`config.mk`:
```
export PLATFORM = sky130hd
export DESIGN_NAME = lvds_video_timing_rx
export DESIGN_NICKNAME = d
export VERILOG_FILES = /design/src/rtl/lvds_video_pkg.sv /design/src/rtl/lvds_video_unpack.sv /design/src/rtl/lvds_video_timing_rx.sv
export SDC_FILE = /design/constraint.sdc
export NUM_CORES = 1
export LEC_CHECK = 0
export BUFFER_PORTS_ARGS = -buffer_cell sky130_fd_sc_hd__buf_2
export CORE_MARGIN = 4
export CORE_UTILIZATION = 30
export CTS_BUF_LIST = sky130_fd_sc_hd__clkbuf_4 sky130_fd_sc_hd__clkbuf_8
export DETAILED_ROUTE_END_ITERATION = 10
export MAX_ROUTING_LAYER = met4
export SLEW_MARGIN = 30
export SYNTH_ARGS = -nofsm -noshare
export SYNTH_HDL_FRONTEND = slang
export SYNTH_HIERARCHICAL = 1
export SYNTH_SLANG_ARGS = --single-unit
export TNS_END_PERCENT = 10
```
`constraint.sdc`:
```
create_clock -name clk -period 7.2 [get_ports clk]
set_clock_uncertainty 0.05 [all_clocks]
set_input_delay 1.44 -clock clk [delete_from_list [all_inputs] [get_ports clk]]
set_output_delay 1.44 -clock clk [all_outputs]
set_load 0.05 [all_outputs]
```
`src/rtl/lvds_video_pkg.sv`:
```
// lvds_video_pkg: 7:1 LVDS pixel word bit map, default counter width and lock states,
// shared by the receive and transmit video timing blocks.
package lvds_video_pkg;
  localparam int CNT_W_DEF = 11;
  localparam int WORD_W = 21;
  localparam int R_IDX [6] = '{6, 5, 4, 3, 2, 1};
  localparam int G_IDX [6] = '{0, 13, 12, 11, 10, 9};
  localparam int B_IDX [6] = '{8, 7, 20, 19, 18, 17};
  localparam int HS_IDX = 16;
  localparam int VS_IDX = 15;
  localparam int DE_IDX = 14;
  typedef enum logic [1:0] {SEARCH, TRACK, LOCKED} lock_state_e;
endpackage

```
`src/rtl/lvds_video_unpack.sv`:
```
// lvds_video_unpack: stage-1 register of the bit-mapped colour and sync fields.
module lvds_video_unpack
  import lvds_video_pkg::*;
(
  input  logic              clk,
  input  logic              rst,
  input  logic [WORD_W-1:0] video_word,
  output logic [5:0]        r,
  output logic [5:0]        g,
  output logic [5:0]        b,
  output logic              hs,
  output logic              vs,
  output logic              de,
  output logic              vld
);
  logic [5:0] r_d, g_d, b_d, r_q, g_q, b_q;
  logic hs_d, vs_d, de_d, vld_d, hs_q, vs_q, de_q, vld_q;
  always_comb begin
    r_d = '0;
    g_d = '0;
    b_d = '0;
    for (int i = 0; i < 6; i++) begin
      r_d[i] = video_word[R_IDX[i]];
      g_d[i] = video_word[G_IDX[i]];
      b_d[i] = video_word[B_IDX[i]];
    end
    hs_d = video_word[HS_IDX];
    vs_d = video_word[VS_IDX];
    de_d = video_word[DE_IDX];
    vld_d = 1'b1;
  end
  always_ff @(posedge clk or posedge rst)
    if (rst) begin
      {r_q, g_q, b_q} <= '0;
      {hs_q, vs_q, de_q, vld_q} <= 4'b1100;
    end else begin
      {r_q, g_q, b_q} <= {r_d, g_d, b_d};
      {hs_q, vs_q, de_q, vld_q} <= {hs_d, vs_d, de_d, vld_d};
    end
  assign {r, g, b} = {r_q, g_q, b_q};
  assign {hs, vs, de, vld} = {hs_q, vs_q, de_q, vld_q};
endmodule

```
`src/rtl/lvds_video_timing_rx.sv`:
```
// lvds_video_timing_rx: unpacks LVDS pixel words, tracks active-area position,
// measures line/frame timing and locks once the timing repeats.
module lvds_video_timing_rx
  import lvds_video_pkg::*;
#(
  parameter int CNT_W       = CNT_W_DEF,
  parameter int LOCK_FRAMES = 2
) (
  input  logic              clk,
  input  logic              rst,
  input  logic [WORD_W-1:0] video_word,
  output logic [5:0]        pix_r,
  output logic [5:0]        pix_g,
  output logic [5:0]        pix_b,
  output logic              pix_hs,
  output logic              pix_vs,
  output logic              pix_de,
  output logic [CNT_W-1:0]  pos_x,
  output logic [CNT_W-1:0]  pos_y,
  output logic [CNT_W-1:0]  line_width,
  output logic [CNT_W-1:0]  line_total,
  output logic [CNT_W-1:0]  frame_height,
  output logic              frame_start,
  output logic              locked,
  output logic              timing_err
);
  localparam int MW = $clog2(LOCK_FRAMES + 1);
  typedef logic [CNT_W-1:0] cnt_t;
  function automatic cnt_t inc(input cnt_t v);
    return &v ? v : v + 1'b1;
  endfunction
  logic [5:0] s1_r, s1_g, s1_b, pix_r_d, pix_g_d, pix_b_d, pix_r_q, pix_g_q, pix_b_q;
  logic s1_hs, s1_vs, s1_de, s1_vld;
  logic pix_hs_d, pix_vs_d, pix_de_d, pix_hs_q, pix_vs_q, pix_de_q;
  logic hs_p_d, vs_p_d, de_p_d, hs_p_q, vs_p_q, de_p_q;
  logic hs_seen_d, vs_seen_d, hs_seen_q, vs_seen_q;
  logic frame_start_d, frame_start_q, timing_err_d, timing_err_q;
  logic de_rise, de_fall, hs_fall, vs_fall, bad_w, bad_t, bad_h;
  cnt_t pos_x_d, pos_y_d, de_cnt_d, hs_cnt_d, ln_cnt_d, pos_x_q, pos_y_q, de_cnt_q, hs_cnt_q, ln_cnt_q;
  cnt_t line_width_d, line_total_d, frame_height_d, line_width_q, line_total_q, frame_height_q;
  cnt_t snap_w_d, snap_t_d, snap_h_d, snap_w_q, snap_t_q, snap_h_q;
  logic [MW-1:0] match_cnt_d, match_cnt_q;
  lock_state_e state_d, state_q;
  lvds_video_unpack u_unpack (
    .clk(clk), .rst(rst), .video_word(video_word),
    .r(s1_r), .g(s1_g), .b(s1_b), .hs(s1_hs), .vs(s1_vs), .de(s1_de), .vld(s1_vld)
  );
  // edge history only follows real stage-1 words, so no edge is seen out of reset
  assign de_rise = s1_de & ~de_p_q;
  assign de_fall = ~s1_de & de_p_q;
  assign hs_fall = ~s1_hs & hs_p_q;
  assign vs_fall = ~s1_vs & vs_p_q;
  always_comb begin
    {pix_r_d, pix_g_d, pix_b_d} = {s1_r, s1_g, s1_b};
    {pix_hs_d, pix_vs_d, pix_de_d} = {s1_hs, s1_vs, s1_de};
    {hs_p_d, vs_p_d, de_p_d} = s1_vld ? {s1_hs, s1_vs, s1_de} : {hs_p_q, vs_p_q, de_p_q};
    pos_x_d = s1_de ? (de_rise ? '0 : inc(pos_x_q)) : pos_x_q;
    pos_y_d = vs_fall ? '0 : de_fall ? inc(pos_y_q) : pos_y_q;
    de_cnt_d = s1_de ? (de_rise ? cnt_t'(1) : inc(de_cnt_q)) : de_cnt_q;
    hs_cnt_d = hs_fall ? cnt_t'(1) : inc(hs_cnt_q);
    ln_cnt_d = vs_fall ? '0 : de_fall ? inc(ln_cnt_q) : ln_cnt_q;
    hs_seen_d = hs_seen_q | hs_fall;
    vs_seen_d = vs_seen_q | vs_fall;
    line_width_d = de_fall ? de_cnt_q : line_width_q;
    line_total_d = (hs_fall && hs_seen_q) ? hs_cnt_q : line_total_q;
    // a run ending on the VS fall belongs to the frame being closed
    frame_height_d = (vs_fall && vs_seen_q) ? (de_fall ? inc(ln_cnt_q) : ln_cnt_q) : frame_height_q;
    bad_w = (line_width_d != snap_w_q) || (&line_width_d);
    bad_t = (line_total_d != snap_t_q) || (&line_total_d);
    bad_h = (frame_height_d != snap_h_q) || (&frame_height_d);
    timing_err_d = (state_q == LOCKED) &&
                   ((de_fall && bad_w) || (hs_fall && hs_seen_q && bad_t) || (vs_fall && vs_seen_q && bad_h));
    frame_start_d = vs_fall;
  end
  always_comb begin
    state_d = state_q;
    match_cnt_d = match_cnt_q;
    {snap_w_d, snap_t_d, snap_h_d} = {snap_w_q, snap_t_q, snap_h_q};
    case (state_q)
      SEARCH: if (vs_fall) begin
        state_d = TRACK;
        match_cnt_d = '0;
        {snap_w_d, snap_t_d, snap_h_d} = '0;
      end
      TRACK: if (vs_fall) begin
        if (bad_w || bad_t || bad_h) begin
          match_cnt_d = '0;
          {snap_w_d, snap_t_d, snap_h_d} = {line_width_d, line_total_d, frame_height_d};
        end else begin
          match_cnt_d = match_cnt_q + 1'b1;
          if (match_cnt_d == MW'(LOCK_FRAMES)) state_d = LOCKED;
        end
      end
      LOCKED: if (timing_err_d) state_d = SEARCH;
      default: state_d = SEARCH;
    endcase
  end
  always_ff @(posedge clk or posedge rst)
    if (rst) begin
      {pix_r_q, pix_g_q, pix_b_q} <= '0;
      {pix_hs_q, pix_vs_q, pix_de_q} <= 3'b110;
      {hs_p_q, vs_p_q, de_p_q, hs_seen_q, vs_seen_q} <= '0;
      {pos_x_q, pos_y_q, de_cnt_q, hs_cnt_q, ln_cnt_q} <= '0;
      {line_width_q, line_total_q, frame_height_q} <= '0;
      {snap_w_q, snap_t_q, snap_h_q} <= '0;
      match_cnt_q <= '0;
      state_q <= SEARCH;
      {frame_start_q, timing_err_q} <= '0;
    end else begin
      {pix_r_q, pix_g_q, pix_b_q} <= {pix_r_d, pix_g_d, pix_b_d};
      {pix_hs_q, pix_vs_q, pix_de_q} <= {pix_hs_d, pix_vs_d, pix_de_d};
      {hs_p_q, vs_p_q, de_p_q, hs_seen_q, vs_seen_q} <= {hs_p_d, vs_p_d, de_p_d, hs_seen_d, vs_seen_d};
      {pos_x_q, pos_y_q, de_cnt_q, hs_cnt_q, ln_cnt_q} <= {pos_x_d, pos_y_d, de_cnt_d, hs_cnt_d, ln_cnt_d};
      {line_width_q, line_total_q, frame_height_q} <= {line_width_d, line_total_d, frame_height_d};
      {snap_w_q, snap_t_q, snap_h_q} <= {snap_w_d, snap_t_d, snap_h_d};
      match_cnt_q <= match_cnt_d;
      state_q <= state_d;
      {frame_start_q, timing_err_q} <= {frame_start_d, timing_err_d};
    end
  assign {pix_r, pix_g, pix_b} = {pix_r_q, pix_g_q, pix_b_q};
  assign {pix_hs, pix_vs, pix_de} = {pix_hs_q, pix_vs_q, pix_de_q};
  assign {pos_x, pos_y} = {pos_x_q, pos_y_q};
  assign {line_width, line_total, frame_height} = {line_width_q, line_total_q, frame_height_q};
  assign {frame_start, timing_err} = {frame_start_q, timing_err_q};
  assign locked = state_q == LOCKED;
endmodule

```
## Yosys cells after proc, flatten, opt, wreduce, memory -nomap -nowiden

Index checks and enable logic that the tools add are counted.

- Bits in registers: 175
- Latch bits: 0
- RAM bits: 0
- Memory bits (read-only): 0
- Bits of input ports: 23
- Output and inout port bits: 79
- Logic and storage cells: 130
- Memories: 0

- Add/subtract/negate cells: 6
- $mul: 0
- Divide/modulo/power cells: 0
- Magnitude comparators: 0
- Equality and inequality tests: 16
- Shift operators: 0
- Mux-type cells: 35
- Bitwise operators: 10
- Reductions and logical operators: 30

Operator list:

| cell | number |
|---|---|
| two-way mux 11 bit | 22 |
| AND reduction 11 bit | 8 |
| one-hot mux 11 bit (2 select lines) | 3 |
| adder 11 x 1 -> 11 bit (second input constant) | 5 |
| != test 11 bit | 3 |
| != test 2 bit (second input constant) | 9 |
| two-way mux 2 bit | 8 |
| logical OR 1 bit | 7 |
| logical AND 1 bit | 6 |
| one-hot mux 2 bit (3 select lines) | 1 |
| AND reduction 2 bit | 3 |
| AND reduction 5 bit | 1 |
| AND 1 bit | 4 |
| == test 2 bit (second input constant) | 2 |
| inverter 1 bit | 4 |
| one-hot mux 2 bit (2 select lines) | 1 |
| AND reduction 4 bit | 1 |
| nonzero test 2 bit | 2 |
| AND reduction 3 bit | 1 |
| adder 2 x 1 -> 2 bit (second input constant) | 1 |
| == test 2 x 1 -> 1 bit (second input constant) | 1 |
| logical NOT 2 bit | 1 |
| != test 2 x 1 -> 1 bit (second input constant) | 1 |
| OR 1 bit | 2 |

## Longest topological paths before layout

Gate-level depths: netlist (run 1).

- Depth after elaboration: 12
- Depth in mapped cells: 13
- Mapped depth without buffers: 10

## Modules after synthesis

The synthesis (run 1) kept the hierarchy.

Modules (own cells, without submodules):

| module | times used | cells each | area an instance (um^2) | sequential area each (um^2) |
|---|---|---|---|---|
| lvds_video_timing_rx | 1 | 701 | 7,312.0 | 3,831.2 |
| lvds_video_unpack | 1 | 24 | 560.5 | 553.0 |

## Worst setup path before layout (run 1)

No wires, ideal clock.

- Path type: register to register
- Start: register u_unpack.hs_q (netlist: u_unpack/hs)
- End: register snap_h_q[0]
- Setup time: 0.122 ns
- Arrival: 2.600 ns
- Required time: 7.028 ns
- Path slack: 4.429 ns
- Stages on the path, launching flop included: 12
- Buffers on the path: 2
- Period minus slack after synthesis: 2.771 ns
- Path through: dfstp_2 nor2b_4 nand2_1 buf_2 mux2_2 and4_1 a221oi_1 nand4_1 nor3_2 nand2_4 buf_6 a32o_1

- Cells in the longest elaborated chain, start to end: 10
- Elaborated cells between the ends (all ways): 11
- Classes of those cells: 2 x eq/ne; 1 x mux; 2 x bitwise; 6 x reduce/logical

Ends and longest elaborated chain:

| item | line | source |
|---|---|---|
| start, declared | lvds_video_unpack.sv:17 | `logic hs_d, vs_d, de_d, vld_d, hs_q, vs_q, de_q, vld_q;` |
| start signal, assigned | lvds_video_unpack.sv:38 | `{hs_q, vs_q, de_q, vld_q} <= {hs_d, vs_d, de_d, vld_d};` |
| inverter 1 bit (*) | lvds_video_timing_rx.sv:51 | `assign hs_fall = ~s1_hs & hs_p_q;` |
| AND 1 bit (*) | lvds_video_timing_rx.sv:51 |  |
| logical AND 1 bit (*) | lvds_video_timing_rx.sv:65 | `line_total_d = (hs_fall && hs_seen_q) ? hs_cnt_q : line_total_q;` |
| two-way mux 11 bit (*) | lvds_video_timing_rx.sv:65 |  |
| via line_total_d[9] | lvds_video_timing_rx.sv:40 | `cnt_t line_width_d, line_total_d, frame_height_d, line_width_q, line_total_q, frame_height_q;` |
| != test 11 bit / AND reduction 11 bit (equally long branches) | lvds_video_timing_rx.sv:69 | `bad_t = (line_total_d != snap_t_q) \|\| (&line_total_d);` |
| logical OR 1 bit (*) | lvds_video_timing_rx.sv:69 |  |
| logical OR 1 bit (*) (2 in a row) | lvds_video_timing_rx.sv:86 | `if (bad_w \|\| bad_t \|\| bad_h) begin` |
| != test 2 bit (no source line) (*) | n/a |  |
| AND reduction 4 bit (no source line) (*) | n/a |  |
| end signal, assigned | lvds_video_timing_rx.sv:115 | `{snap_w_q, snap_t_q, snap_h_q} <= {snap_w_d, snap_t_d, snap_h_d};` |
| end, declared | lvds_video_timing_rx.sv:41 | `cnt_t snap_w_d, snap_t_d, snap_h_d, snap_w_q, snap_t_q, snap_h_q;` |

Mark *: on every way through the listed nets, which the timed path passes. The rest lies on a longest branch.
A chain may end at the register's enable or synchronous reset.

## Worst setup path in the final report (run 1)

- Start: register u_unpack.hs_q (netlist: u_unpack/hs)
- End: register snap_w_q[6]

- Cells in the longest elaborated chain, start to end: 10
- Elaborated cells between the ends (all ways): 11
- Classes of those cells: 2 x eq/ne; 1 x mux; 2 x bitwise; 6 x reduce/logical

Ends and longest elaborated chain:

| item | line |
|---|---|
| inverter 1 bit (*) | lvds_video_timing_rx.sv:51 |
| AND 1 bit (*) | lvds_video_timing_rx.sv:51 |
| logical AND 1 bit (*) | lvds_video_timing_rx.sv:65 |
| two-way mux 11 bit (*) | lvds_video_timing_rx.sv:65 |
| via line_total_d[6] | lvds_video_timing_rx.sv:40 |
| != test 11 bit / AND reduction 11 bit (equally long branches) | lvds_video_timing_rx.sv:69 |
| logical OR 1 bit (*) | lvds_video_timing_rx.sv:69 |
| logical OR 1 bit (*) (2 in a row) | lvds_video_timing_rx.sv:86 |
| != test 2 bit (no source line) (*) | n/a |
| AND reduction 4 bit (no source line) (*) | n/a |
| end signal, assigned | lvds_video_timing_rx.sv:115 |
| end, declared | lvds_video_timing_rx.sv:41 |

Marked as above.

==> results of run 1 <==
-- placed cells by master (no fill, tap or decap), drive strengths merged, types with 6 or more instances in the layout --
| master | instances |
|---|---|
| mux2 | 12 |
| inv | 47 |
| o21ai | 24 |
| a31oi | 11 |
| nor2b | 8 |
| nand4 | 21 |
| xnor2 | 21 |
| or3 | 6 |
| a211oi | 6 |
| clkbuf | 17 |
| nand3 | 31 |
| a32o | 33 |
| a21oi | 18 |
| mux2i | 9 |
| ha | 6 |
| xor2 | 34 |
| nor2 | 63 |
| o22ai | 8 |
| nor4 | 8 |
| nor3 | 19 |
| and3 | 8 |
| dfrtp | 171 |
| nand2 | 71 |
| buf | 108 |
-- worst paths after layout --
| kind | end | slack (ns) | startpoint |
|---|---|---|---|
| max in group asynchronous | frame_height[5] | 4.95 | rst |
| hold reg to reg | pix_r[2] | 0.30 | u_unpack/r[2] |
| hold / removal | pix_r[2] | 0.30 | u_unpack/r[2] |
| setup reg to reg | snap_w_q[6] | 3.52 | u_unpack/hs |
| setup / recovery | snap_w_q[6] | 3.52 | u_unpack/hs |
| min in group asynchronous | pix_r[1] | 1.05 | rst |
-- cells by family after synthesis --
| logic type | synth area share [%] |
|---|---|
| other cells | 0.04763 |
| fa+ha+maj | 0.9536 |
| mux | 2.908 |
| buf+inv | 4.021 |
| simple gates | 17.45 |
| compound gates | 12.81 |
| flops | 55.69 |
| xor+xnor | 6.119 |
-- layout make-up --
type | count | area share [%]
multi-input combinational | 481 | 35.07
inverter | 36 | 1.576
sequential | 175 | 48.43
clock inverter | 15 | 1.548
timing repair buffer | 108 | 6.164
clock buffer | 17 | 2.585
tap | 335 | 4.630
-- layer usage --
metal  part of all wire, %  wire length (µm)
met1                    46              8746
met2                    47              8824
met3                   6.1              1154
met4                   1.1               204
met5                     0                 0
-- through the flow --
stage | cell area [µm²] | util (%) | power, W | instances | setup slack [ns]
after floorplan | 7873 | - | 0.001563 | 725 | 1.592
after detailed placement | 8676 | 33.48 | 0.001715 | 1135 | 3.528
after global placement | 8676 | 33.48 | 0.001710 | 1135 | 3.588
after CTS | 9050 | 34.93 | 0.002388 | 1167 | 3.513
after global routing | 9052 | 34.94 | 0.002482 | 1167 | 3.190
final | 9052 | 34.94 | 0.002349 | 1167 | 3.521
-- report_power, final --
group | internal (W) | leakage, nW | switching (W) | total, W
logic | 0.000163 | 1.73 | 0.000354 | 0.000518
registers | 0.00107 | 2.27 | 0.0000994 | 0.00117
clock network | 0.000258 | 0.196 | 0.000402 | 0.000660
==> impl_metrics.env, run 1 <==
export IMPL_outcome="finished, final reports clean"
export IMPL_ff_latch_area_mm2=0.004384
export IMPL_synth_area_mm2=0.007873
export IMPL_cts_tree="yes"
export IMPL_rows=59
export IMPL_netlist_cell_type_count=71
export IMPL_vias=5864
export IMPL_grt_antenna_before_repair=0
export IMPL_ys_seq_area_share_pct=55.69
export IMPL_worstPathCellList="nor2b_4 -> nand2_1 -> mux2_2 -> and4_1 -> a221oi_1 -> nand4_1 -> nor3_1 -> a21o_2 -> a32o_1"
export IMPL_fin_hold_ws_ns=0.3016
export IMPL_cts_root_buf="clkbuf_8"
export IMPL_die_area_mm2=0.02890
export IMPL_numPortBuffers=101
export IMPL_ys_async_sr_fraction_pct=100.0
export IMPL_synth_top_area_cell="dfrtp_1"
export IMPL_whs_path_depth=0
export IMPL_rsz0062_at_grt="false"
export IMPL_use_met1_pct=18.57
export IMPL_synth_area_top_cells="dfrtp_1 54%, a32o_1 4.2%, xor2_1 3.8%"
export IMPL_hold_buffers=0
export IMPL_ys_seq_elements=175
export IMPL_worstPathArrival_ns=4.02
export IMPL_cp_top_family="simple AND/OR/NAND/NOR gates"
export IMPL_cts_setup_buffers=0
export IMPL_ant_nets=0
export IMPL_p_per_area_mw_per_mm2=259.4
export IMPL_area_growth_pct=14.99
export IMPL_first_pass_iters=5
export IMPL_path_buf_inv=0
export IMPL_die_x_um=170.0
export IMPL_synth_common_cells="171 x dfrtp_1, 70 x nand2_1, 62 x nor2_1"
export IMPL_cts_clk_slew_worst_paths_ns=0.10
export IMPL_cts_max_path_buffers=2
export IMPL_hpwl_mm=13.50
export IMPL_nets=848
export IMPL_critPathSlowestCell="a21o_2"
export IMPL_end_kind="flop"
export IMPL_cp_start_kind="flop"
export IMPL_use_met3_pct=3.693
export IMPL_wl_per_cell_um=16.22
export IMPL_hold_path_class="reg2reg"
export IMPL_max_cap_violations=0
export IMPL_cts_sinks=175
export IMPL_cts_max_level=4
export IMPL_worstPathRequired_ns=7.54
export IMPL_crit_type="reg2reg"
export IMPL_drtIter0Drc=421
export IMPL_cts_repair_resized=0
export IMPL_tightest_slew_ns=0.8100
export IMPL_insertedDiodeCount=0
export IMPL_yosysMostFrequentCell="dfrtp_1"
export IMPL_drive_above_1_share_pct=21.03
export IMPL_avgSynthCellArea_um2=10.86
export IMPL_yosys_warnings=6
export IMPL_grt_use_total_pct=13.63
export IMPL_hold_viol_final=0
export IMPL_syn_num_nets=754
export IMPL_pin_count=102
export IMPL_period_share_pct=51.10
export IMPL_via_per_inst=5.025
export IMPL_finalSetupTns_ns=0
export IMPL_fin_crit_ns=3.679
export IMPL_max_stage_delay_ns=0.62
export IMPL_met2_usage_pct=20.28
export IMPL_numCtsBuffers=17
export IMPL_grt_pass1_vias=5691
export IMPL_overflow=0
export IMPL_fillers=2617
export IMPL_p_leak_nw=4.196
export IMPL_wl_mm=18.93
export IMPL_peakVddDrop_mv=0.1305
export IMPL_path_max_fanout=33
export IMPL_synth_edf_count=0
export IMPL_r2r_cells=9
export IMPL_core_area_mm2=0.02591
export IMPL_grt_pass1_wl_mm=30.60
export IMPL_synth_ff_type="dfrtp_1"
export IMPL_grt_busiest_layer="met2"
export IMPL_cp_depth=9
export IMPL_fmax_mhz=271.8
export IMPL_start_util_pct=30.38
export IMPL_gp_congestion=0.8455
export IMPL_drv_slew=0
export IMPL_synth_top_area_share_pct=54.35
export IMPL_die_y_um=170.0
export IMPL_setup_viol=0
export IMPL_multiInputGateArea_mm2=0.003174
export IMPL_grt_max_degree=106
export IMPL_clk_latency_ns=0.46
export IMPL_synth_cells=725
export IMPL_remaining_drc_errors=0
export IMPL_max_slew_margin_pct=45.94
No activity file was read; power rests on OpenSTA's default activity.
==> run 2: changes to the inputs <==
clock period = 3.03 ns   (was 7.2 ns; I/O delays follow)
==> run 2 against run 1 <==
  * Via count is 6.5% higher
  * Cell count rose by 6.1%
  * Combinational power grew to 2.8 times the previous value
  * Cell area rose by 8.3%
  * Critical path type unchanged
  * Largest power group unchanged
==> impl_metrics.env, run 2 (synthesis results as in run 1) <==
export IMPL_worstPathCellList="buf_6 -> nand4b_1 -> nor4_2 -> mux2i_2 -> buf_4 -> o21ai_4 -> nand4_1 -> nor3_4 -> nor2_4 -> a21o_4 -> clkbuf_16 -> a32o_1"
export IMPL_die_y_um=170.0
export IMPL_cts_tree="yes"
export IMPL_gp_congestion=0.9246
export IMPL_place_area_mm2=0.009223
export IMPL_path_max_fanout=6
export IMPL_cp_start_kind="flop"
export IMPL_utilization_pct=37.84
export IMPL_insertedDiodeCount=0
export IMPL_critPathSlowestCell="dfrtp_1"
export IMPL_fin_crit_ns=2.994
export IMPL_core_area_mm2=0.02591
export IMPL_start_util_pct=30.38
export IMPL_most_common_layout_cells="171 x dfrtp_1, 101 x buf_2, 69 x nand2_1, 68 x buf_4, 62 x nor2_1"
export IMPL_peakVddDrop_mv=0.2728
export IMPL_crit_type="reg2reg"
export IMPL_fmax_mhz=334.0
export IMPL_hold_viol_final=0
export IMPL_worstPathArrival_ns=3.29
export IMPL_cp_top_family="simple AND/OR/NAND/NOR gates"
export IMPL_cts_max_path_buffers=2
export IMPL_comb_power_share_pct=25.1
export IMPL_drtIter0Drc=495
export IMPL_setup_viol=0
export IMPL_hpwl_mm=15.02
export IMPL_max_stage_delay_ns=0.45
export IMPL_grt_use_total_pct=14.80
export IMPL_wl_mm=20.86
export IMPL_cts_max_level=4
export IMPL_layout_commonest_cell="dfrtp_1"
export IMPL_r2r_start="u_unpack/de"
export IMPL_pin_count=102
export IMPL_cts_root_buf="clkbuf_8"
export IMPL_rsz0062_at_grt="true"
export IMPL_reg2reg_slack_ns=0.04
export IMPL_p_leak_nw=4.615
export IMPL_nets=919
export IMPL_grt_pass1_vias=6169
export IMPL_timing_rr_end="snap_w_q[10]"
export IMPL_numCtsBuffers=17
export IMPL_first_pass_iters=5
export IMPL_max_cap_violations=0
export IMPL_p_per_area_mw_per_mm2=599.5
export IMPL_area_growth_pct=24.54
export IMPL_vias=6244
export IMPL_max_slew_margin_pct=44.02
export IMPL_end_kind="flop"
export IMPL_worstPathRequired_ns=3.32
export IMPL_p_sw_share_pct=35.71
export IMPL_net_switching_power_w=0.002099
export IMPL_period_share_pct=98.81
export IMPL_cts_sinks=175
export IMPL_report_power_total_w=0.005878
export IMPL_ant_nets=0
export IMPL_grt_max_degree=48
export IMPL_cts_clk_slew_worst_paths_ns=0.11
export IMPL_die_x_um=170.0
export IMPL_overflow=0
export IMPL_grt_antenna_before_repair=0
export IMPL_die_area_mm2=0.02890
export IMPL_drive_above_1_share_pct=28.79
export IMPL_stdcell_area_mm2=0.009804
export IMPL_drv_slew=0
export IMPL_r2r_cells=12
export IMPL_remaining_drc_errors=0
export IMPL_path_buf_inv=3
export IMPL_hold_buffers=0
export IMPL_seqPwrFrac_pct=47.3
export IMPL_internal_power_w=0.003779
export IMPL_tightest_slew_ns=0.8346
export IMPL_rows=59
export IMPL_clockPowerShare_pct=27.6
export IMPL_hold_path_class="in2async"
export IMPL_numPortBuffers=101
export IMPL_outcome="finished, final reports clean"
export IMPL_grt_pass1_wl_mm=33.05
export IMPL_via_per_inst=5.044
export IMPL_clk_latency_ns=0.46
export IMPL_wl_per_cell_um=16.85
run 2: changes by cell type in the layout (fill, tap and decap cells not counted), sizes merged:
| cell | before | now |
|---|---|---|
| buf | 108 | 178 |
| bufinv | 0 | 1 |
| clkbuf | 17 | 19 |
| clkinv | 4 | 3 |
| clkinvlp | 0 | 4 |
| inv | 47 | 42 |
run 2: how the worst max path moves through the flow:
stage	slack, ns	endpoint	start	depth (start not counted)
after floorplan	0.26	snap_h_q[0]	u_unpack/hs	11
after global placement	-0.01	snap_w_q[8]	u_unpack/de	12
after detailed placement	-0.04	snap_h_q[3]	u_unpack/de	12
after CTS	0.01	snap_h_q[3]	ln_cnt_q[0]	14
after global routing	-0.12	state_q[1]	u_unpack/de	12
final	0.04	snap_w_q[10]	u_unpack/de	12
run 2: timing repair:
action                                  CTS  global route
pin swaps                                 0            10
gates resized for setup                   4            19
endpoints found under the setup margin   33            36
cloned                                    0             2
buffers inserted                          0             6
run 2: power by group through the flow:
stage               Combinational, W  Clock (W)  Sequential, W
floorplan                   0.000643          0        0.00307
global placement             0.00139          0        0.00281
detailed placement           0.00140          0        0.00281
CTS                          0.00141    0.00168        0.00277
global route                 0.00160    0.00179        0.00281
finish                       0.00147    0.00162        0.00278
run 2: metrics by stage:
| stage | TNS [ns] | setup WS (ns) | cells | hold slack, ns |
|---|---|---|---|---|
| floorplan | 0 | 0.2589 | 725 | 0.2812 |
| CTS | 0 | 0.01247 | 1230 | 0.04943 |
| global route | -3.462 | -0.1243 | 1238 | 0.05871 |
| finish | 0 | 0.03610 | 1238 | 0.08166 |
| detailed placement | -0.9306 | -0.04170 | 1198 | 0.2847 |
| global placement | -0.2821 | -0.01153 | 1198 | 0.2816 |
run 2: routing by layer:
metal | share of wire, % | global-route usage, % | routed length [µm]
met1 | 46 | 19.54 | 9571
met2 | 45 | 21.91 | 9393
met3 | 7.9 | 5.250 | 1655
met4 | 1.2 | 3.576 | 242
met5 | 0 | - | 0
run 2: layout make-up:
| cell class | count | area, µm² |
|---|---|---|
| inverter | 36 | 138.9 |
| clock inverter | 14 | 148.9 |
| multi-input combinational | 481 | 3273 |
| fill | 2562 | 16110 |
| clock buffer | 18 | 241.5 |
| sequential | 175 | 4384 |
| tap | 335 | 419.2 |
| timing repair buffer | 179 | 1199 |
==> run 3: changes to the inputs <==
CORE_UTILIZATION = 50   (was 30)
GPL_ROUTABILITY_DRIVEN = 0   (was default)
PLACE_DENSITY = 0.73   (was default)
==> run 3 against run 2 <==
  * Combinational power is 3% lower
  * Hold slack improved by 0.0091 ns
  * Utilization rose by 24 points
  * Critical path depth down 1
  * Clock-buffer cell count unchanged
  * Routed wire length fell by 6.0%
  * Die area is 38% lower
  * Critical endpoint is now snap_h_q[4]
==> impl_metrics.env, run 3 (synthesis results as in run 1) <==
export IMPL_outcome="finished, final reports clean"
export IMPL_report_power_total_w=0.005797
export IMPL_reg2reg_slack_ns=0.13
export IMPL_die_area_mm2=0.01782
export IMPL_grt_pass1_wl_mm=31.93
export IMPL_p_per_area_mw_per_mm2=610.1
export IMPL_grt_pass1_vias=6438
export IMPL_cts_clk_slew_worst_paths_ns=0.09
export IMPL_numCtsBuffers=17
export IMPL_timing_rr_end="snap_h_q[4]"
export IMPL_utilization_pct=62.04
export IMPL_max_stage_delay_ns=0.42
export IMPL_drive_above_1_share_pct=27.99
export IMPL_cts_root_buf="clkbuf_8"
export IMPL_grt_antenna_before_repair=0
export IMPL_grt_use_total_pct=23.05
export IMPL_hold_buffers=0
export IMPL_wl_per_cell_um=17.88
export IMPL_path_max_fanout=34
export IMPL_worstPathRequired_ns=3.33
export IMPL_via_per_inst=5.818
export IMPL_cts_max_level=4
export IMPL_layout_commonest_cell="dfrtp_1"
export IMPL_critPathSlowestCell="dfrtp_1"
export IMPL_fin_crit_ns=2.905
export IMPL_remaining_drc_errors=0
export IMPL_ff_latch_area_mm2=0.004389
export IMPL_p_leak_nw=4.540
export IMPL_numPortBuffers=101
export IMPL_cts_tree="yes"
export IMPL_rows=45
export IMPL_most_common_layout_cells="167 x dfrtp_1, 101 x buf_2, 69 x nand2_1, 61 x nor2_1, 54 x buf_4"
export IMPL_cp_top_family="simple AND/OR/NAND/NOR gates"
export IMPL_drv_slew=0
export IMPL_stdcell_area_mm2=0.009502
export IMPL_hpwl_mm=14.11
export IMPL_die_y_um=133.5
export IMPL_r2r_start="ln_cnt_q[0]"
export IMPL_clk_latency_ns=0.46
export IMPL_ant_nets=0
export IMPL_drtIter0Drc=543
export IMPL_die_x_um=133.5
export IMPL_r2r_cells=11
export IMPL_nets=902
export IMPL_vias=6382
export IMPL_hold_viol_final=0
export IMPL_cts_max_path_buffers=2
export IMPL_fmax_mhz=344.3
export IMPL_grt_max_degree=112
export IMPL_pin_count=102
export IMPL_max_slew_margin_pct=41.35
export IMPL_place_area_mm2=0.008945
export IMPL_first_pass_iters=8
export IMPL_multiInputGateArea_mm2=0.003293
export IMPL_setup_viol=0
export IMPL_fillers=1242
export IMPL_end_kind="flop"
export IMPL_max_cap_violations=0
export IMPL_path_buf_inv=1
export IMPL_cts_sinks=175
export IMPL_worstPathCellList="ha_4 -> and3_1 -> a31oi_2 -> mux2i_1 -> a21oi_1 -> xnor2_1 -> nand3_2 -> nor3_4 -> nand2_4 -> buf_12 -> a32o_1"
export IMPL_area_growth_pct=20.69
export IMPL_period_share_pct=95.87
export IMPL_wl_mm=19.61
export IMPL_hold_path_class="in2async"
export IMPL_insertedDiodeCount=0
export IMPL_finalSetupTns_ns=0
export IMPL_tightest_slew_ns=0.8788
export IMPL_cp_start_kind="flop"
export IMPL_start_util_pct=51.41
export IMPL_worstPathArrival_ns=3.20
export IMPL_crit_type="reg2reg"
export IMPL_core_area_mm2=0.01531
export IMPL_overflow=0
export IMPL_peakVddDrop_mv=0.4520
export IMPL_fin_hold_ws_ns=0.09074
==> run 3: cell types whose count changed in the layout (fill, tap and decap cells not counted), sizes merged <==
| cell | change |
|---|---|
| inv | +1 |
| buf | -16 |
| clkinv | -2 |
| clkinvlp | +1 |
| clkbuf | -1 |
==> run 3: area by class of cell <==
cell class | count | area share [%]
clock inverters | 14 | 1.514
clock buffers | 18 | 2.607
repair buffers | 162 | 10.78
flip-flops and latches | 175 | 46.19
well taps | 211 | 2.779
inverters | 36 | 1.462
multi-input cells | 481 | 34.66
==> run 3: repair_timing <==
item | in CTS | in global routing
endpoints found under the setup margin | 33 | 37
resized for setup | 3 | 27
pin swaps | 2 | 11
buffers inserted | 1 | 3
==> run 3: worst max-delay path by stage <==
stage,start,to,cells after the start,slack (ns)
floorplan,u_unpack/hs,snap_h_q[0],11,0.26
global placement,u_unpack/de,snap_h_q[9],11,0.01
detailed placement,u_unpack/de,snap_t_q[8],11,-0.05
CTS,ln_cnt_q[0],snap_t_q[8],11,0.008
global route,u_unpack/de,snap_w_q[3],11,-0.03
finish,ln_cnt_q[0],snap_h_q[4],11,0.13
==> run 3: routing by layer <==
metal	vias to the layer above	GRT usage, %	routed length, µm
met2	269	35.72	9327
li1	2906	-	-
met4	0	10.06	524
met1	3159	28.98	8341
met5	-	-	0
met3	48	5.740	1420
==> run 3: power breakdown <==
group / total [W] / internal [W] / switching [W] / leakage (nW)
Combinational: 0.00142 / 0.000495 / 0.000923 / 2.09
Clock: 0.00160 / 0.000698 / 0.000904 / 0.188
Sequential: 0.00278 / 0.00255 / 0.000229 / 2.26
==> run 3: worst register-to-register path, stage by stage (launching register included) <==
cell     delay, ns
dfrtp_1       0.42
ha_4          0.19
and3_1        0.22
a31oi_2       0.21
mux2i_1       0.37
a21oi_1       0.16
xnor2_1       0.23
nand3_2       0.18
nor3_4        0.23
nand2_4       0.08
buf_12        0.17
a32o_1        0.28
==> run 3: metrics by stage <==
stage,worst slack [ns],cells
floorplan,0.2589,725
global placement,0.01494,1061
detailed placement,-0.04713,1061
CTS,0.007791,1094
global route,-0.02738,1097
finish,0.1252,1097
